[config.mk]
export PLATFORM = sky130hd
export DESIGN_NAME = booth_mul_arbiter
export DESIGN_NICKNAME = d
export VERILOG_FILES = /design/src/rtl/mul_arb_pkg.sv /design/src/rtl/booth_mul_arbiter_rr_pick.sv /design/src/rtl/booth_mul_arbiter.sv
export SDC_FILE = /design/constraint.sdc
export NUM_CORES = 1
export LEC_CHECK = 0
export ABC_AREA = 1
export CAP_MARGIN = 20
export CORE_MARGIN = 5
export CORE_UTILIZATION = 38
export CTS_BUF_LIST = sky130_fd_sc_hd__clkbuf_16
export CTS_CLUSTER_SIZE = 25
export DETAILED_ROUTE_END_ITERATION = 7
export PLACE_DENSITY_LB_ADDON = 0.2
export SYNTH_ARGS = -nofsm -noshare
export SYNTH_HDL_FRONTEND = slang
export SYNTH_SLANG_ARGS = --single-unit
[constraint.sdc]
create_clock -name clk -period 2.1 [get_ports clk]
set_clock_uncertainty 0.05 [all_clocks]
set_input_delay 0.42 -clock clk [delete_from_list [all_inputs] [get_ports clk]]
set_output_delay 0.42 -clock clk [all_outputs]
set_load 0.02 [all_outputs]
[src/rtl/mul_arb_pkg.sv]
// Shared state encoding and default sizing for booth_mul_arbiter and its round-robin picker.
package mul_arb_pkg;

    localparam int DEF_NREQ    = 4;
    localparam int DEF_WIDTH   = 8;
    localparam int DEF_TIMEOUT = 64;

    typedef enum logic [2:0] {
        IDLE  = 3'd0,
        RST   = 3'd1,
        ISSUE = 3'd2,
        WAIT  = 3'd3,
        RESP  = 3'd4
    } state_t;

endpackage

[src/rtl/booth_mul_arbiter_rr_pick.sv]
// rr_pick: combinational round-robin selector. Scans requesters starting at ptr and
// returns the first active one as a one-hot grant plus its index.
module rr_pick
    import mul_arb_pkg::*;
#(
    parameter int NREQ = DEF_NREQ
) (
    input  logic [NREQ-1:0]         req,
    input  logic [$clog2(NREQ)-1:0] ptr,
    output logic [NREQ-1:0]         grant,
    output logic [$clog2(NREQ)-1:0] idx
);

    localparam int IDXW = $clog2(NREQ);
    localparam int CW   = IDXW + 1;
    localparam logic [CW-1:0] NREQ_W = CW'(NREQ);

    logic [CW-1:0] cand;
    logic          found;

    always_comb begin
        grant = '0;
        idx   = '0;
        found = 1'b0;
        cand  = '0;
        for (int k = 0; k < NREQ; k++) begin
            // one extra bit so ptr+k never overflows before the modulo fold
            cand = {1'b0, ptr} + CW'(k);
            if (cand >= NREQ_W) begin
                cand = cand - NREQ_W;
            end
            if (!found && req[cand[IDXW-1:0]]) begin
                grant[cand[IDXW-1:0]] = 1'b1;
                idx                   = cand[IDXW-1:0];
                found                 = 1'b1;
            end
        end
    end

endmodule

[src/rtl/booth_mul_arbiter.sv]
// booth_mul_arbiter: round-robin front end sharing one external multiplier among NREQ requesters.
// Optional macro MUL_ARB_TIMEOUT_EN bounds WAIT to TIMEOUT cycles and reports resp_err.
module booth_mul_arbiter
    import mul_arb_pkg::*;
#(
    parameter int NREQ    = DEF_NREQ,
    parameter int WIDTH   = DEF_WIDTH,
    parameter int TIMEOUT = DEF_TIMEOUT
) (
    input  logic                      clk,
    input  logic                      clear,
    input  logic [NREQ-1:0]           req_valid,
    output logic [NREQ-1:0]           req_ready,
    input  logic [NREQ*WIDTH-1:0]     req_m,
    input  logic [NREQ*WIDTH-1:0]     req_q,
    output logic                      resp_valid,
    input  logic                      resp_ready,
    output logic [$clog2(NREQ)-1:0]   resp_id,
    output logic [2*WIDTH-1:0]        resp_data,
    output logic                      resp_err,
    output logic                      mul_clear_n,
    output logic                      mul_start,
    output logic [WIDTH-1:0]          mul_m,
    output logic [WIDTH-1:0]          mul_q,
    input  logic                      mul_done,
    input  logic [2*WIDTH-1:0]        mul_product,
    output state_t                    dbgState
);

    // Handshakes: a transfer happens on a rising edge where valid and ready are both high.
    // req_ready is offered only in IDLE to the picked requester; resp_valid holds with
    // stable resp_id/resp_data/resp_err until resp_ready completes the transfer.

    localparam int IDXW = $clog2(NREQ);

    state_t state, stateNext;

    logic [IDXW-1:0]    ptr;
    logic [IDXW-1:0]    pickIdx;
    logic [NREQ-1:0]    pickGrant;
    logic [IDXW-1:0]    respIdR;
    logic [WIDTH-1:0]   mulMR, mulQR;
    logic [2*WIDTH-1:0] respDataR;
    logic [WIDTH-1:0]   reqMArr [NREQ];
    logic [WIDTH-1:0]   reqQArr [NREQ];
    logic               accept;
    logic               timeoutHit;

    for (genvar i = 0; i < NREQ; i++) begin : gUnpack
        assign reqMArr[i] = req_m[i*WIDTH +: WIDTH];
        assign reqQArr[i] = req_q[i*WIDTH +: WIDTH];
    end

    rr_pick #(.NREQ(NREQ)) uPick (
        .req   (req_valid),
        .ptr   (ptr),
        .grant (pickGrant),
        .idx   (pickIdx)
    );

    assign accept = (state == IDLE) && (|req_valid);

    always_ff @(posedge clk or posedge clear) begin
        if (clear) begin
            state <= IDLE;
        end else begin
            state <= stateNext;
        end
    end

    always_comb begin
        stateNext = state;
        case (state)
            IDLE:    if (|req_valid) stateNext = RST;
            RST:     stateNext = ISSUE;
            ISSUE:   stateNext = WAIT;
            WAIT:    if (mul_done || timeoutHit) stateNext = RESP;
            RESP:    if (resp_ready) stateNext = IDLE;
            default: stateNext = IDLE;
        endcase
    end

    always_ff @(posedge clk or posedge clear) begin
        if (clear) begin
            ptr       <= '0;
            respIdR   <= '0;
            mulMR     <= '0;
            mulQR     <= '0;
            respDataR <= '0;
        end else begin
            if (accept) begin
                mulMR   <= reqMArr[pickIdx];
                mulQR   <= reqQArr[pickIdx];
                respIdR <= pickIdx;
            end
            if (state == WAIT) begin
                if (mul_done) begin
                    respDataR <= mul_product;
                end else if (timeoutHit) begin
                    respDataR <= '0;
                end
            end
            if ((state == RESP) && resp_ready) begin
                ptr <= (respIdR == IDXW'(NREQ - 1)) ? '0 : respIdR + IDXW'(1);
            end
        end
    end

`ifdef MUL_ARB_TIMEOUT_EN
    localparam int CNTW = $clog2(TIMEOUT + 1);
    localparam logic [CNTW-1:0] LAST_WAIT = CNTW'(TIMEOUT - 1);

    logic [CNTW-1:0] waitCnt;
    logic            respErrR;

    // waitCnt holds the number of WAIT cycles already spent before the current one
    assign timeoutHit = (state == WAIT) && !mul_done && (waitCnt == LAST_WAIT);

    always_ff @(posedge clk or posedge clear) begin
        if (clear) begin
            waitCnt  <= '0;
            respErrR <= 1'b0;
        end else begin
            if ((state == WAIT) && (stateNext == WAIT)) begin
                waitCnt <= waitCnt + CNTW'(1);
            end else begin
                waitCnt <= '0;
            end
            if (timeoutHit) begin
                respErrR <= 1'b1;
            end else if ((state == RESP) && resp_ready) begin
                respErrR <= 1'b0;
            end
        end
    end

    assign resp_err = respErrR;
`else
    logic unusedTimeout;
    assign unusedTimeout = (TIMEOUT > 0);
    assign timeoutHit    = 1'b0;
    assign resp_err      = 1'b0;
`endif

    assign req_ready   = ((state == IDLE) && !clear) ? pickGrant : '0;
    assign mul_clear_n = !clear && (state != RST);
    assign mul_start   = (state == ISSUE);
    assign mul_m       = mulMR;
    assign mul_q       = mulQR;
    assign resp_valid  = (state == RESP);
    assign resp_id     = respIdR;
    assign resp_data   = respDataR;
    assign dbgState    = state;

endmodule

# Word-level counts from Yosys, hierarchy flattened
# Cells that the tools add are included.
dict set report op_classes {
  add_sub_neg 8
  magnitude_cmp 13
  n_eq_ne 9
  mux 43
  n_bitwise 4
  n_reduce_logical 19
}
# operator count
set ops {}
lappend ops {{8-bit binary-select mux with 2-bit select} 2}
lappend ops {{8-bit two-way mux} 4}
lappend ops {{4-bit two-way mux} 5}
lappend ops {{2-bit two-way mux} 9}
lappend ops {{3-bit case mux with 5 select lines} 1}
lappend ops {{3-bit >= comparator (second input constant)} 4}
lappend ops {{2-bit by 3-bit < comparator with 1-bit output (second input constant)} 4}
lappend ops {{4-bit bitwise OR} 3}
lappend ops {{1-bit logical AND} 11}
lappend ops {{1-bit two-way mux} 11}
lappend ops {{3-bit two-way mux} 3}
lappend ops {{1-bit binary-select mux with 2-bit select} 4}
lappend ops {{1-bit demux with 2-bit select} 4}
lappend ops {{2-bit by 1-bit >= comparator with 1-bit output (second input constant)} 4}
lappend ops {{2-bit by 1-bit subtractor with 2-bit output (second input constant)} 4}
lappend ops {{2-bit by 2-bit adder with 3-bit output (second input constant)} 2}
lappend ops {{3-bit by 2-bit equality test with 1-bit output (second input constant)} 2}
lappend ops {{1-bit logical NOT} 4}
lappend ops {{2-bit by 1-bit != test with 1-bit output (second input constant)} 2}
lappend ops {{4-bit OR reduction} 1}
lappend ops {{2-bit by 1-bit adder with 3-bit output (second input constant)} 1}
lappend ops {{3-bit by 1-bit equality test with 1-bit output (second input constant)} 1}
lappend ops {{3-bit equality test (second input constant)} 1}
lappend ops {{2-bit by 3-bit >= comparator with 1-bit output (second input constant)} 1}
lappend ops {{8 further kinds} 8}
dict set report word_totals {
  reg_bits 39
}

# Logic depth before layout (Yosys ltp)
# Gate-level depths: netlist of the first run.
dict set report logic_depth {
  word_depth 18
  ltp_mapped 17
}

# By module
# Synthesis of the first run repeated with hierarchy kept, for this count alone.
dict set report unflattened {
  cells_unflattened 444
  area_unflattened_um2 2793.9
}
# mod n_inst cells_per_inst area_per_inst_um2
set by_module_without_submodules {}
lappend by_module_without_submodules {booth_mul_arbiter 1 371 2354.8}
lappend by_module_without_submodules {rr_pick 1 73 439.2}

# Worst setup path after synthesis of the first run
# Ideal clock, no wire load.
dict set report synth_timing {
  path_type {flip-flop to output port}
  from {register ptr[0]}
  to {output port req_ready[2]}
  arrival_time_ns 1.802
  slack_ns -0.172
  stages_incl_launch_ff 13
  path_cell_list {dfrtp_1 -> buf_6 -> inv_6 -> ha_1 -> inv_1 -> nand3_2 -> nand2_4 -> inv_2 -> nor2_8 -> nand4_1 -> nand3_1 -> nand2_1 -> inv_1}
}
dict set report synth_via {
  elab_chain_cells 15
  elab_cells_between_ends 60
  cone_classes {add/sub: 7; order compare: 12; mux: 28; bitwise: 3; reduce/logical: 10}
}
# item line_no
set synth_rtl {}
lappend synth_rtl {{from (decl)} booth_mul_arbiter.sv:38} ;# logic [IDXW-1:0] ptr;
lappend synth_rtl {{from (signal assigned)} booth_mul_arbiter.sv:104} ;# ptr <= (respIdR == IDXW'(NREQ - 1)) ? '0 : respIdR + IDXW'(1);
lappend synth_rtl {{parallel branches: the longest is 13 deep, another holds 2-bit by 1-bit adder with 3-bit output} -}
lappend synth_rtl {{4-bit two-way mux *} booth_mul_arbiter_rr_pick.sv:32} ;# if (!found && req[cand[IDXW-1:0]]) begin
lappend synth_rtl {{4-bit two-way mux *} booth_mul_arbiter.sv:145} ;# assign req_ready = ((state == IDLE) && !clear) ? pickGrant : '0;
lappend synth_rtl {{to (decl)} booth_mul_arbiter.sv:13} ;# output logic [NREQ-1:0] req_ready,
# Mark *: on every way between the ends. The select of a mux whose other input is x is not followed.

# Final worst setup path of the first run
dict set report layout_timing {
  from {register ptr[0]}
  to {output port req_ready[3]}
}
# Same word-level chain as after synthesis.

==> results of run 1 <==
[cells in the mapped netlist]
cell type | count | share of area, %
sky130_fd_sc_hd__a21oi_1 | 2 | 0.34
sky130_fd_sc_hd__a221oi_1 | 1 | 0.30
sky130_fd_sc_hd__a22oi_1 | 3 | 0.77
sky130_fd_sc_hd__a31oi_1 | 1 | 0.21
sky130_fd_sc_hd__buf_2 | 6 | 1.0
sky130_fd_sc_hd__buf_4 | 4 | 1.0
sky130_fd_sc_hd__buf_6 | 4 | 1.5
sky130_fd_sc_hd__clkbuf_1 | 3 | 0.38
sky130_fd_sc_hd__conb_1 | 1 | 0.13
sky130_fd_sc_hd__dfrtp_1 | 39 | 33
sky130_fd_sc_hd__ha_1 | 8 | 3.4
sky130_fd_sc_hd__inv_1 | 81 | 10
sky130_fd_sc_hd__inv_2 | 3 | 0.38
sky130_fd_sc_hd__inv_4 | 1 | 0.21
sky130_fd_sc_hd__inv_6 | 1 | 0.30
sky130_fd_sc_hd__mux2_2 | 16 | 6.2
sky130_fd_sc_hd__nand2_1 | 127 | 16
sky130_fd_sc_hd__nand2_2 | 7 | 1.5
sky130_fd_sc_hd__nand2_4 | 5 | 1.9
sky130_fd_sc_hd__nand3_1 | 70 | 12
sky130_fd_sc_hd__nand3_2 | 3 | 1.0
sky130_fd_sc_hd__nand4_1 | 2 | 0.43
sky130_fd_sc_hd__nand4_2 | 2 | 0.86
sky130_fd_sc_hd__nand4_4 | 1 | 0.73
sky130_fd_sc_hd__nor2_1 | 12 | 1.5
sky130_fd_sc_hd__nor2_2 | 1 | 0.21
sky130_fd_sc_hd__nor2_4 | 1 | 0.38
sky130_fd_sc_hd__nor2_8 | 1 | 0.68
sky130_fd_sc_hd__nor3_1 | 3 | 0.51
sky130_fd_sc_hd__nor4_1 | 2 | 0.43
sky130_fd_sc_hd__o2111ai_1 | 1 | 0.30
sky130_fd_sc_hd__o21ai_0 | 3 | 0.51
sky130_fd_sc_hd__o21ai_1 | 1 | 0.17
sky130_fd_sc_hd__o31ai_1 | 1 | 0.26
sky130_fd_sc_hd__or3b_2 | 1 | 0.30
[power breakdown]
part | total [mW] | switching (mW) | internal (mW) | leakage (nW)
Clock | 0.832 | 0.279 | 0.553 | 0.0812
Combinational | 7.10 | 3.80 | 3.30 | 2.02
Sequential | 1.36 | 0.217 | 1.14 | 0.471
Total | 9.29 | 4.30 | 4.99 | 2.57
[routing by layer]
metal,vias up,GRT usage [%],wire length (µm)
met4,0,6.070,182
li1,1626,-,-
met3,13,4.500,498
met1,1440,20.87,3498
met5,-,0,0
met2,81,34.58,4691
[cell type report]
cell class / instances / area (µm²)
clock inverter: 3 / 38.79
timing repair buffer: 174 / 1730
fill: 678 / 2640
inverter: 86 / 345.3
tap: 102 / 127.6
multi-input combinational: 276 / 1623
sequential: 39 / 977.2
clock buffer: 5 / 125.1
[logic make-up (layout without fill, tap and decap cells)]
group | Yosys count | in the layout | synth area share, %
AO/OA/AOI/OAI | 13 | 13 | 2.866
adder cells (fa/ha/maj) | 8 | 8 | 3.422
buffers and inverters | 103 | 268 | 15.27
flip-flops | 39 | 39 | 33.36
multiplexers | 16 | 16 | 6.159
other | 1 | 1 | 0.1282
AND/OR/NAND/NOR | 238 | 238 | 38.79
[cell usage in the layout, fill, tap and decap left out, drive strengths merged, types with 4 or more instances in the layout]
| master | netlist | layout |
|---|---|---|
| nand2 | 139 | 139 |
| clkdlybuf4s50 | 0 | 120 |
| inv | 86 | 86 |
| nand3 | 73 | 73 |
| buf | 14 | 46 |
| dfrtp | 39 | 39 |
| mux2 | 16 | 16 |
| nor2 | 15 | 15 |
| ha | 8 | 8 |
| clkbuf | 3 | 6 |
| dlygate4sd2 | 0 | 6 |
| nand4 | 5 | 5 |
| o21ai | 4 | 4 |
[through the flow]
| step | total power [mW] | area (µm²) | std cells |
|---|---|---|---|
| 6_report | 9.287 | 4967 | 685 |
| 4_1_cts | 9.012 | 4867 | 683 |
| 2_1_floorplan | 5.346 | 2958 | 418 |
| 5_1_grt | 10.05 | 4967 | 685 |
| 3_3_place_gp | 7.508 | 4596 | 670 |
| 3_5_place_dp | 7.605 | 4596 | 670 |
[worst max-delay path, delay by kind of cell (launching register included)]
family	cells	cell delay, ns
AOI/OAI and AO/OA	1	0.20
and+or+nand+nor	6	0.55
DFF	1	0.44
buffers and inverters	4	0.43
[what timing repair did]
| item | CTS | global route |
|---|---|---|
| endpoints found under the hold margin | 0 | 0 |
| pin swaps | 6 | 9 |
| setup buffers | 3 | 1 |
| gates resized for setup | 41 | 17 |
| endpoints found under the setup margin | 24 | 22 |
| cloned | 2 | 1 |
[registers in the layout, indices dropped and copies added, names as in the netlist]
signal and flops:
resp_data 16, mul_m 8, mul_q 8, dbgState 3
ptr 2, resp_id 2
[worst max path at each step]
stage	end	from	slack, ns	cells past startpoint
5_1_grt	req_ready[1]	ptr[0]	-0.38	11
2_1_floorplan	req_ready[3]	ptr[0]	-0.02	12
6_report	req_ready[3]	ptr[0]	-0.26	11
4_1_cts	req_ready[2]	ptr[0]	-0.25	12
3_3_place_gp	req_ready[3]	req_valid[3]	-0.76	11
3_5_place_dp	req_ready[3]	req_valid[3]	-0.81	11
==> results.md, run 1 <==
Outcome:
- The flow ran to the end, but the final reports show violations.
- The final reports fail on setup timing.

Global route:
- The largest net degree at the start of global routing is 40.
- The number of global-route vias before repair was between 3000 and 4000.
- The wire length of the first global-routing pass is about 15000 µm.
- Global routing consumed, over all layers together, between 10% and 20% of the routing resources.
- The leftover overflow at the end of global routing is 0.
- The initial antenna violation count is 0.

Synth:
- The net count after synthesis is 514.
- The number of unique standard cell types used by synthesis is 35.
- Sequential elements use about a third of the synthesized area.
- The total of flip-flops plus latches after synthesis is 39.
- The mean instance size in the synthesized netlist is about 7.0 µm².
- The synthesized instance count is ~420.
- The cell area that synthesis handed to floorplanning was 2925 µm².
- The Yosys step of the flow raised 0 warnings.

Routing:
- Summing over every cut layer, the via total after detailed routing is 3160.
- In the final routed layout, each cell accounts on average for between 10 and 15 µm.
- The detail route stage leaves a number of antenna-violating nets equal to 0.
- For this block, the routed nets add up to 8871 µm of wire.
- The number of DRC markers after the initial detailed-route iteration is approximately 100.
- The number of remaining DRC errors is 0.
- The average via count per standard cell is ~4.6.
- The number of detailed-route iterations in the first pass is 4.

Critical path:
- The data arrival time of the critical path is roughly 1.9 ns.
- STA classifies the critical path startpoint as a flop.
- For flop-to-flop paths, the worst setup slack is -0.18 ns.
- At the worst endpoint, the required time is roughly 1.6 ns.
- The critical setup path kind is flop to output pin.
- The maximum single-stage delay on the critical path is approximately 0.44 ns.
- In this run the worst path has a maximum fanout of 8.
- The worst setup path is captured at an output pin.
- Traced cell by cell, the critical path runs through buf_4 > nand2_1 > nand2_2 > nand2_4 > nand2_8 > inv_2 > nand4_4 > o2111ai_2 > nand2_1 > inv_2 > buf_4.
- The number of cells on the worst reg-to-reg path is 17.
- The endpoint of the lowest-slack register-to-register path is mul_q[0].
- The largest individual stage delay along the critical path comes from the cell sky130_fd_sc_hd__dfrtp_2.
- The launch instance of the worst register-to-register path is ptr[0].

STA:
- Setup slack on the critical path of the routed design comes to -0.2575 ns.
- The worst hold-check slack is 0.4258 ns.
- Summed over all failing endpoints, the final setup total negative slack is -3.273 ns.
- Setup violations remaining at the end of the flow were counted as 21.
- Setup repair after global routing could not meet its margin everywhere.
- The number of pins exceeding their max-slew limit in the final report is 0.
- The share of the clock period used by the worst path after layout is 112.3%.
- The hold violation count in the final report was 0.
- The achievable clock frequency is ~420 MHz.
- The minimum clock period after layout is about 2.4 ns.

Placed design:
- The routability congestion estimate from global placement is ~0.9.
- The count of port buffers added during placement is 131.
- Prior to clock tree synthesis, the placed netlist has a worst setup slack of -0.8142 ns.
- Once detailed placement completed, the half-perimeter wirelength came to ~7000 µm.

Die:
- The site row count is 32.
- The placeable core area is roughly 7600 µm².
- For this configuration, the core starts out at a cell density of 38.45%.
- In this run the vertical extent of the chip is around 98 µm.
- For this design the top-level I/O count stands at about 130.
- The die covers around 9600 µm².
- The horizontal extent of the die is 97.74 µm.

Clocking:
- In this run the clock root is driven by a sky130_fd_sc_hd__clkbuf_16.
- Buffers inserted during clock tree synthesis total 5.
- For this design, the sink count on the clock tree is 39.
- The clock-pin slew on the worst setup and hold paths is roughly 0.06 ns.
- At the later pin of the worst-skew pair, clock insertion delay measures about 0.28 ns.
- For this design, the CTS-stage hold fixing added 0 buffers.
- The number of H-tree branching levels is 2.
- The worst-case clock buffer depth is 2.
- The CTS tree is built.

Min path:
- The worst hold-check path type is flop to flop.
- The instance count along the most critical hold path is 2.
- The end of the worst hold path is mul_q[5].
- The startpoint identified for the worst hold timing path is mul_q[5].

Final layout:
- Cells fill between 60% and 70% of the core in the end.
- For this run, the post-layout net count is approximately 680.
- Of the cells placed in the final design, the portion with a size suffix greater than 1 is 19.55%.
- The area growth from synthesis to layout is 69.80%.
- The number of antenna diodes is 0.

Power and ir drop:
- The reported leakage power is 2.575 nW.
- The worst IR drop on VDD is 0.8953 mV.
- For this design the ratio of total power to cell area is roughly 1900 nW/µm².

Flow run:
- The count of max-cap constraint violations is 0.
No activity file was read; power rests on OpenSTA's default activity.
==> run 2: changes to the inputs <==
--- a/config.mk
+++ b/config.mk
@@ -13,6 +13,7 @@
 export CTS_CLUSTER_SIZE = 25
 export DETAILED_ROUTE_END_ITERATION = 7
 export PLACE_DENSITY_LB_ADDON = 0.2
+export SLEW_MARGIN = 20
 export SYNTH_ARGS = -nofsm -noshare
 export SYNTH_HDL_FRONTEND = slang
 export SYNTH_SLANG_ARGS = --single-unit
==> constraint.sdc (replaced) <==
create_clock -name clk -period 2.1 [get_ports clk]
set_clock_uncertainty 0.05 [all_clocks]
set_input_delay 0.21 -clock clk [delete_from_list [all_inputs] [get_ports clk]]
set_output_delay 0.21 -clock clk [all_outputs]
set_load 0.02 [all_outputs]
==> run 2 against run 1 <==
Net effect: the flow still finishes with violations (setup timing); die area did not move; global-route usage increased by 0.52 points; sequential share of layout area down 1.1 points; cell count increased by 0.44%; utilization grew 4.0 points; flip-flop and latch count is the same; combinational power grew 11%; sequential power barely moved; clock-buffer cell count did not move; design area is 6.2% higher; wire length grew 7.4%; critical endpoint is now req_ready[1]; largest cell class is now multi-input combinational cells.
==> results.md, run 2 (synthesis results as in run 1) <==
Critical path:
- Walking the worst path, the cells encountered are inv_8 > ha_4 > inv_2 > nand3_2 > nand2_4 > inv_4 > nor2_8 > buf_12 > nand3_2 > nand2_2 > o21ai_2 > inv_1 > buf_6.
- The largest single stage delay on the critical path is approximately 0.44 ns.
- The slowest stage of the critical path belongs to the cell sky130_fd_sc_hd__dfrtp_2.
- The top cell family by delay on the critical path is buffers and inverters.
- The critical path is of the flop to output pin type.
- The capturing element type of the critical path is an output pin.
- The critical path buffer and inverter count is 6.
- In this run the worst path has a maximum fanout of 5.
- The cell type with the highest occurrence count on the critical path is sky130_fd_sc_hd__nand3_2.
- STA puts the critical path data required time at ~1.8 ns.
- The data arrival time of the critical path is about 2.0 ns.
- The worst setup path is launched from a flop.

Power and ir drop:
- Of the total power, the clock network draws around 8.3%.
- Sequential cells burn between 10 and 15% of the power.
- The power density relative to cell area is between 1500 and 2000 nW/µm².
- Internal power comes to 5.347 mW.
- The worst-case IR drop observed on VDD is 0.8611 mV.
- The reported leakage power is between 2 and 3 nW.
- The combinational power share is 78.1%.
- The net switching power is about 4.7 mW.
- Net switching is between 40 and 50% of the power.

STA:
- The achievable clock frequency is approximately 450 MHz.
- The final number of setup-violating endpoints is 20.
- The worst path in the final design needs a cycle of about 2.2 ns, including I/O delays and setup.
- The hold violation count in the final report is 0.
- After layout, the worst setup slack is -0.1252 ns.
- Setup repair after global routing could not meet its margin everywhere.
- The share of the clock period used by the worst path after layout is 106.0%.
- The number of pins exceeding their max-slew limit in the final report is 0.

Final layout:
- The area growth from synthesis to layout is 80.33%.
- The number of antenna diodes is 0.
- Cells fill approximately 69% of the core in the end.
- Leaving out fill and tap cells, the most frequent cells in the layout are sky130_fd_sc_hd__clkdlybuf4s50_1 (127), sky130_fd_sc_hd__nand2_1 (113), sky130_fd_sc_hd__inv_1 (79), sky130_fd_sc_hd__dfrtp_1 (38), sky130_fd_sc_hd__nand3_2 (37).
- The flip-flop count of the largest register after layout is 16.
- The post-layout net count is around 680.
- After routing the design area is ~5300 µm².
- The library cell used most frequently in the layout, excluding fill and tap cells, is sky130_fd_sc_hd__clkdlybuf4s50_1.
- The fraction of final layout cells with drive strength greater than 1 is between 20% and 30%.

Clocking:
- The clock latency of the later-clocked register in the worst-skew pair is between 0.2 and 0.3 ns.
- The H-tree was split into 2 levels.
- The number of clock sinks is 39.
- Clock-pin slew was measured on the worst setup and hold paths at roughly 0.06 ns.
- The worst-case clock buffer depth is 2.
- The number of clock buffers inserted by TritonCTS is 5.
- CTS placed an instance of sky130_fd_sc_hd__clkbuf_16 at the clock tree root.
- TritonCTS built the clock tree.

Routing:
- The final layout contains routed wiring with a total length of 9529 µm.
- The number of DRC markers after the initial detailed-route iteration is 83.
- The routed wire length per instance is around 14 µm.
- The first TritonRoute pass finished after 4 iterations.
- In the routed layout, each cell is associated on average with a via count of between 4 and 5.
- The vias after detailed routing is between 3000 and 4000.
- The number of remaining DRC errors is 0.
- The post-detailed-route count of antenna-violating nets is 0.

Global route:
- Global routing consumed, over all layers together, 19.17% of the routing resources.
- The number of global-route vias before repair is between 3000 and 4000.
- Summed over all layers, the global routing overflow is 0.
- Entering global routing, the biggest net connects 25 pins.
- The wire length of the first global-routing pass is ~15000 µm.
- The initial antenna violation count is 0.

Placed design:
- The placed instances occupy a cell area of ~4600 µm².
- During placement, the flow inserted port buffers numbering roughly 130.
- The estimated wirelength of the detail-placed design is between 7000 and 8000 µm.
- Routability-driven placement finished with a final weighted congestion of about 0.90.

Min path:
- The worst hold-check path type is primary input to asynchronous set/reset pin.

Die:
- The I/O pin count is ~130.
- The height of the chip is around 98 µm.
- The die is slightly below 100 µm wide.
- The floorplan step defined a die boundary enclosing roughly 9600 µm².
- The initial core utilization is about two fifths.
- In this run the core area contains 32 standard-cell rows.
- The floorplan step defined a core boundary enclosing between 7000 and 8000 µm².

Outcome:
- The run finished, with violations left.
- The checks that failed: setup timing.

Flow run:
- The count of max-cap constraint violations is 0.
## run 2: cell count changes in the layout (fill, tap and decap cells not counted), sizes merged
cell	before	now
buf	46	48
clkbuf	6	7
clkdlybuf4s50	120	127
dlygate4sd2	6	0
dlymetal6s2s	1	0
## run 2: through the flow
step | setup TNS, ns | setup slack, ns | power [mW] | hold WS (ns) | instances
after global placement | -3.141 | -0.3190 | 7.620 | 0.4162 | 670
after floorplan | 0 | 0.007990 | 5.399 | 0.3100 | 418
after CTS | -1.751 | -0.1134 | 9.320 | 0.3009 | 684
after global routing | -4.467 | -0.2676 | 10.80 | 0.3524 | 688
final | -1.901 | -0.1252 | 10.08 | 0.3049 | 688
after detailed placement | -4.266 | -0.3870 | 7.762 | 0.4182 | 670
## run 2: layout make-up
| class | count | area [µm²] |
|---|---|---|
| Clock buffer | 5 | 125.1 |
| Clock inverter | 3 | 38.79 |
| Fill cell | 631 | 2332 |
| Inverter | 86 | 340.3 |
| Multi-Input combinational cell | 276 | 1833 |
| Sequential cell | 39 | 977.2 |
| Tap cell | 102 | 127.6 |
| Timing Repair Buffer | 177 | 1833 |
## run 2: tightest hold or removal path, delay by kind of cell
family,cells,cell delay (ns)
buf+inv,3,0.79
## run 2: power groups by stage
stage          registers (mW)  logic [mW]  clock network [mW]
3_5_place_dp             1.38        6.39                   0
5_1_grt                  1.42        8.49               0.884
3_3_place_gp             1.37        6.25                   0
6_report                 1.37        7.87               0.837
4_1_cts                  1.37        7.10               0.846
2_1_floorplan            1.80        3.60                   0
## run 2: path summary, 6_finish.rpt
path | depth (start not counted) | slack [ns] | from | endpoint
min in group clk | 2 | 0.42 | mul_q[6] | mul_q[6]
setup reg to reg | 16 | -0.12 | ptr[0] | mul_m[1]
hold / removal | 3 | 0.30 | clear | resp_data[14]
max in group asynchronous | 3 | 1.41 | clear | ptr[0]
setup / recovery | 13 | -0.13 | ptr[0] | req_ready[1]
hold reg to reg | 2 | 0.42 | mul_q[6] | mul_q[6]
## run 2: layer usage
metal | track usage, % | share of wire, %
met5 | 0 | 0
met4 | 4.686 | 2.3
met3 | 5.357 | 6.2
met2 | 35.42 | 52
met1 | 21.76 | 40
## run 2: repair_timing
| action | CTS | global route |
|---|---|---|
| gates cloned | 1 | 2 |
| endpoints found under the setup margin | 21 | 22 |
| gates resized for setup | 57 | 53 |
| endpoints found under the hold margin | 0 | 0 |
| pin swaps | 23 | 51 |
| buffers inserted | 6 | 2 |
| hold buffers | 0 | 0 |
